File: config.mk
export PLATFORM = sky130hd
export DESIGN_NAME = uart_cmd_framer
export DESIGN_NICKNAME = d
export VERILOG_FILES = /design/src/rtl/uart_cmd_framer.sv
export SDC_FILE = /design/constraint.sdc
export NUM_CORES = 1
export LEC_CHECK = 0
export ABC_CLOCK_PERIOD_IN_PS = 1700
export CORE_MARGIN = 3
export CORE_UTILIZATION = 41
export CTS_CLUSTER_SIZE = 25
export DETAILED_ROUTE_END_ITERATION = 12
export PLACE_DENSITY = 0.81
export SYNTH_ARGS = -nofsm -noshare
export SYNTH_HDL_FRONTEND = slang
export SYNTH_SLANG_ARGS = --single-unit
File: constraint.sdc
create_clock -name clk -period 1.7 [get_ports clk]
set_clock_uncertainty 0.05 [all_clocks]
set_input_delay 0.17 -clock clk [delete_from_list [all_inputs] [get_ports clk]]
set_output_delay 0.17 -clock clk [all_outputs]
set_load 0.02 [all_outputs]
File: src/rtl/uart_cmd_framer.sv
// Frames three UART bytes into a 24-bit command and relays one-byte responses to the UART transmitter.
// Optional inter-byte timeout for partial frames is enabled by defining CMD_TIMEOUT_EN.
module uart_cmd_framer #(
    parameter logic [19:0] TIMEOUT_CYCLES = 20'd500000
) (
    input  logic        clk,
    input  logic        rst,
    input  logic        rx_rdy,
    input  logic [7:0]  rx_data,
    output logic        clr_rx_rdy,
    output logic [23:0] cmd,
    output logic        cmd_rdy,
    input  logic        clr_cmd_rdy,
    input  logic [7:0]  resp_data,
    input  logic        send_resp,
    output logic        trmt,
    output logic [7:0]  tx_data,
    input  logic        tx_done,
    output logic        resp_sent,
    output logic        tx_busy,
    output logic        frame_err,
    output logic [1:0]  o_rx_state,
    output logic        o_tx_state
);

    // Handshake: a byte is taken when rx_rdy=1 while clr_rx_rdy=0 and the frame is not full;
    // the one-cycle clr_rx_rdy pulse that follows tells the UART the byte was consumed.
    typedef enum logic [1:0] {
        RX_IDLE = 2'd0,
        RX_B2   = 2'd1,
        RX_B3   = 2'd2,
        RX_HOLD = 2'd3
    } rx_state_t;

    typedef enum logic {
        TX_IDLE = 1'b0,
        TX_WAIT = 1'b1
    } tx_state_t;

    rx_state_t   r_rx_state;
    rx_state_t   w_rx_next;
    tx_state_t   r_tx_state;
    tx_state_t   w_tx_next;

    logic        r_clr_rx_rdy;
    logic [23:0] r_cmd;
    logic        r_cmd_rdy;
    logic        w_consume;
    logic        w_timeout;

    logic        r_tx_done_prev;
    logic        r_trmt;
    logic [7:0]  r_tx_data;
    logic        r_resp_sent;
    logic        w_tx_rise;
    logic        w_tx_start;
    logic        w_tx_finish;

    assign w_consume = rx_rdy && !r_clr_rx_rdy && (r_rx_state != RX_HOLD);

    always_comb begin
        w_rx_next = r_rx_state;
        case (r_rx_state)
            RX_IDLE: if (w_consume) w_rx_next = RX_B2;
            RX_B2: begin
                if (w_consume)      w_rx_next = RX_B3;
                else if (w_timeout) w_rx_next = RX_IDLE;
            end
            RX_B3: begin
                if (w_consume)      w_rx_next = RX_HOLD;
                else if (w_timeout) w_rx_next = RX_IDLE;
            end
            RX_HOLD: if (clr_cmd_rdy) w_rx_next = RX_IDLE;
            default: w_rx_next = RX_IDLE;
        endcase
    end

    always_ff @(posedge clk) begin
        if (rst) begin
            r_rx_state   <= RX_IDLE;
            r_clr_rx_rdy <= 1'b0;
            r_cmd        <= 24'd0;
            r_cmd_rdy    <= 1'b0;
        end else begin
            r_rx_state   <= w_rx_next;
            r_clr_rx_rdy <= w_consume;
            r_cmd_rdy    <= (w_rx_next == RX_HOLD);
            if (w_consume) begin
                case (r_rx_state)
                    RX_IDLE: r_cmd[23:16] <= rx_data;
                    RX_B2:   r_cmd[15:8]  <= rx_data;
                    RX_B3:   r_cmd[7:0]   <= rx_data;
                    default: r_cmd        <= r_cmd;
                endcase
            end
        end
    end

`ifdef CMD_TIMEOUT_EN
    logic [19:0] r_to_cnt;
    logic        r_frame_err;
    logic        w_in_wait;

    assign w_in_wait = (r_rx_state == RX_B2) || (r_rx_state == RX_B3);
    assign w_timeout = w_in_wait && !w_consume && (r_to_cnt == TIMEOUT_CYCLES - 20'd1);

    always_ff @(posedge clk) begin
        if (rst) begin
            r_to_cnt    <= 20'd0;
            r_frame_err <= 1'b0;
        end else begin
            if (w_consume || !w_in_wait || w_timeout) r_to_cnt <= 20'd0;
            else                                      r_to_cnt <= r_to_cnt + 20'd1;
            // A completed frame supersedes any earlier discarded one.
            if (w_timeout)                                          r_frame_err <= 1'b1;
            else if (w_rx_next == RX_HOLD && r_rx_state != RX_HOLD) r_frame_err <= 1'b0;
        end
    end

    assign frame_err = r_frame_err;
`else
    // Partial frames wait forever; the parameter stays only to keep one interface for both builds.
    assign w_timeout = (TIMEOUT_CYCLES == 20'd0) && 1'b0;
    assign frame_err = 1'b0;
`endif

    assign w_tx_rise = tx_done && !r_tx_done_prev;

    always_comb begin
        w_tx_next   = r_tx_state;
        w_tx_start  = 1'b0;
        w_tx_finish = 1'b0;
        case (r_tx_state)
            TX_IDLE: begin
                if (send_resp) begin
                    w_tx_start = 1'b1;
                    w_tx_next  = TX_WAIT;
                end
            end
            TX_WAIT: begin
                if (w_tx_rise) begin
                    w_tx_finish = 1'b1;
                    w_tx_next   = TX_IDLE;
                end
            end
            default: w_tx_next = TX_IDLE;
        endcase
    end

    always_ff @(posedge clk) begin
        if (rst) begin
            r_tx_state     <= TX_IDLE;
            r_tx_done_prev <= 1'b0;
            r_trmt         <= 1'b0;
            r_tx_data      <= 8'd0;
            r_resp_sent    <= 1'b0;
        end else begin
            r_tx_state     <= w_tx_next;
            r_tx_done_prev <= tx_done;
            r_trmt         <= w_tx_start;
            r_resp_sent    <= w_tx_finish;
            if (w_tx_start) r_tx_data <= resp_data;
        end
    end

    assign clr_rx_rdy = r_clr_rx_rdy;
    assign cmd        = r_cmd;
    assign cmd_rdy    = r_cmd_rdy;
    assign trmt       = r_trmt;
    assign tx_data    = r_tx_data;
    assign resp_sent  = r_resp_sent;
    assign tx_busy    = (r_tx_state == TX_WAIT);
    assign o_rx_state = r_rx_state;
    assign o_tx_state = r_tx_state;

endmodule

==> impl_metrics.tcl <==
set metrics [dict create \
    p_per_area_nw_per_um2 810.0 \
    die_h_um 66.14 \
    die_w_um 66.14 \
    cpPeakStageDelay_ns 0.64 \
    grt_use_total 0.1577 \
    path_clk_slew_ns 0.11 \
    cp_top_family "buffers and inverters" \
    drc 0 \
    fp-row-count 21 \
    path_class "flip-flop to output pin" \
    syn_inst 158 \
    antenna_cells 0 \
    num_vias 1247 \
    initial_core_util 0.4341 \
    h-tree-depth 2 \
    clock_path_buffers 2 \
    synth_top_area_frac 0.5401 \
    portBuffers 61 \
    crit_path_cell_trace "clkdlybuf4s50_1" \
    synth_top_area_cell "dfxtp_1" \
    core_area_um2 3416 \
    grt_overflow 0 \
    slew_headroom 0.6676 \
    drt-initial-drc-count 51 \
    timing.fmax_mhz 633.3 \
    hold_viol_final 0 \
    period_needed_ns 1.579 \
    drive_gt1_frac 0.07692 \
    setup_viol 0 \
    holdPathStages 3 \
    crit_cells 1 \
    fin_crit_sh 0.9288 \
    postRouteAntennaNets 0 \
    gp_congestion 0.6824 \
    yosysSeqAreaShare 0.5401 \
    yosys_warnings 0 \
    crit_arrival_ns 1.36 \
    cp_max_fo 5 \
    critPathRequiredTime_ns 1.48 \
    fin_tns_setup_ns 0 \
    outcome "completed" \
    irDropWorstVdd_uv 452.4 \
    grt_pass1_wl_mm 5.430 \
    nNetsFinal 243 \
    grt_max_degree 27 \
    first_pass_iters 4 \
    grt_pass1_vias 1207 \
    ys_seq_elements 40 \
    hold_path.class "input port to flip-flop" \
    leakagePower_nw 0.8341 \
    end_kind "output pin" \
    via_per_inst 4.670 \
    ios 63 \
    place_inst 260 \
    syn_avg_cell_area_um2 9.384 \
    rsz0062_at_grt "false" \
    dieArea_um2 4374 \
    clock-sinks 40 \
    grt_antenna_before_repair 0 \
    ys_top_cells_by_area "dfxtp_1 (54%), mux2i_1 (11%), nand2_1 (8.4%)" \
    mostFrequentLayoutCell "clkdlybuf4s50_1" \
    layout_common_cells "clkdlybuf4s50_1 (59), dfxtp_1 (40), nand2_1 (33)" \
    cap_violations 0 \
    synth_area_um2 1483 \
    rr_worst_depth 4 \
    syn_to_final_growth_pct 48.02 \
    numCtsBuffers 5 \
    hpwl_mm 2.392 \
    cp_slowest_cell "clkdlybuf4s50_1" \
    worst_pin_slew_ns 0.4964 \
    instances_no_fill 267 \
    crit_path_start_kind "flip-flop" \
    tritoncts "built" \
    maxSlewViolCount 0 \
    clkLatencyLatePin_ns 0.31 \
    drt_wl_total_mm 3.213 \
    syn_nets 180 \
    critPathBufInv 1 \
    cts-root-buf "clkbuf_4" \
    wire_per_inst_um 12.03 \
    synth_cell_types 24 \
]
-- worst reg2reg max path, stage by stage (launching register included) --
cell	delay (ns)
dfxtp_1	0.36
buf_4	0.17
nor4b_4	0.45
nand2_1	0.10
a21oi_1	0.14
-- path summary, 6_finish.rpt --
check / start / end / slack, ns
setup / recovery: o_rx_state[1] / o_rx_state[1] / 0.12
hold / removal: resp_data[2] / tx_data[2] / 0.33
setup reg to reg: o_rx_state[1] / cmd[22] / 0.37
hold reg to reg: r_tx_done_prev / resp_sent / 0.39
-- synth_stat cells --
cell,instances
nor4b_4,1
or4b_4,1
clkbuf_1,5
or2b_1,1
buf_2,1
a21oi_1,19
nor2b_1,1
buf_6,2
a211oi_1,1
nor2_1,19
or2_2,1
mux2i_1,16
nor4b_1,1
buf_4,4
conb_1,1
o21ai_0,1
nand3b_1,2
and4bb_1,2
inv_1,1
a31oi_1,1
nand2b_1,3
dfxtp_1,40
nand2_1,33
buf_1,1
-- area by class of cell --
| class | instances | area, µm² |
|---|---|---|
| Clock buffer | 6 | 41.29 |
| Clock inverter | 1 | 5.005 |
| Fill cell | 297 | 1221 |
| Inverter | 1 | 3.754 |
| Multi-Input combinational cell | 104 | 598.1 |
| Sequential cell | 40 | 800.8 |
| Tap cell | 46 | 57.56 |
| Timing Repair Buffer | 69 | 688.2 |
-- through the flow --
stage	setup slack [ns]	util	power [mW]	hold WS, ns	cell area [µm²]
after floorplan	0.2493	-	1.207	0.2560	1483
after global placement	0.1425	0.6275	1.370	0.3524	2143
after detailed placement	0.1162	0.6275	1.375	0.3784	2143
after CTS	0.01906	0.6410	1.798	0.3251	2190
after global routing	0.04732	0.6425	1.867	0.3332	2195
final	0.1210	0.6425	1.778	0.3347	2195
-- state kept, by name (all words and copies together) (netlist names) --
name,flops
clr_rx_rdy,1
cmd,24
cmd_rdy,1
o_rx_state,2
o_tx_state,1
r_tx_done_prev,1
resp_sent,1
trmt,1
tx_data,8
-- layer usage --
metal / vias up / part of all wire / wire length (µm) / track usage
li1: 642 / - / - / -
met1: 557 / 0.45 / 1439 / 0.2004
met2: 43 / 0.47 / 1515 / 0.2577
met3: 5 / 0.073 / 235 / 0.05102
met4: 0 / 0.0072 / 23 / 0.03807
met5: - / 0 / 0 / 0
-- cell families after synthesis --
group                  share of synthesized area
AO/OA/AOI/OAI                            0.07679
multiplexers                              0.1080
buffers and inverters                    0.05653
other                                   0.002529
flip-flops                                0.5401
AND/OR/NAND/NOR                           0.2160
-- where the power goes --
part           internal, mW  total [mW]  switching, mW
registers             0.981        1.01         0.0278
logic                 0.177       0.340          0.163
clock network         0.153       0.429          0.276
-- what timing repair did --
item / in CTS / in global routing
gates resized for setup: 0 / 2
setup buffers: 0 / 0
setup endpoints to repair: 0 / 2
hold buffers: 0 / 0
Note: power is estimated with default switching activity, not from simulation.
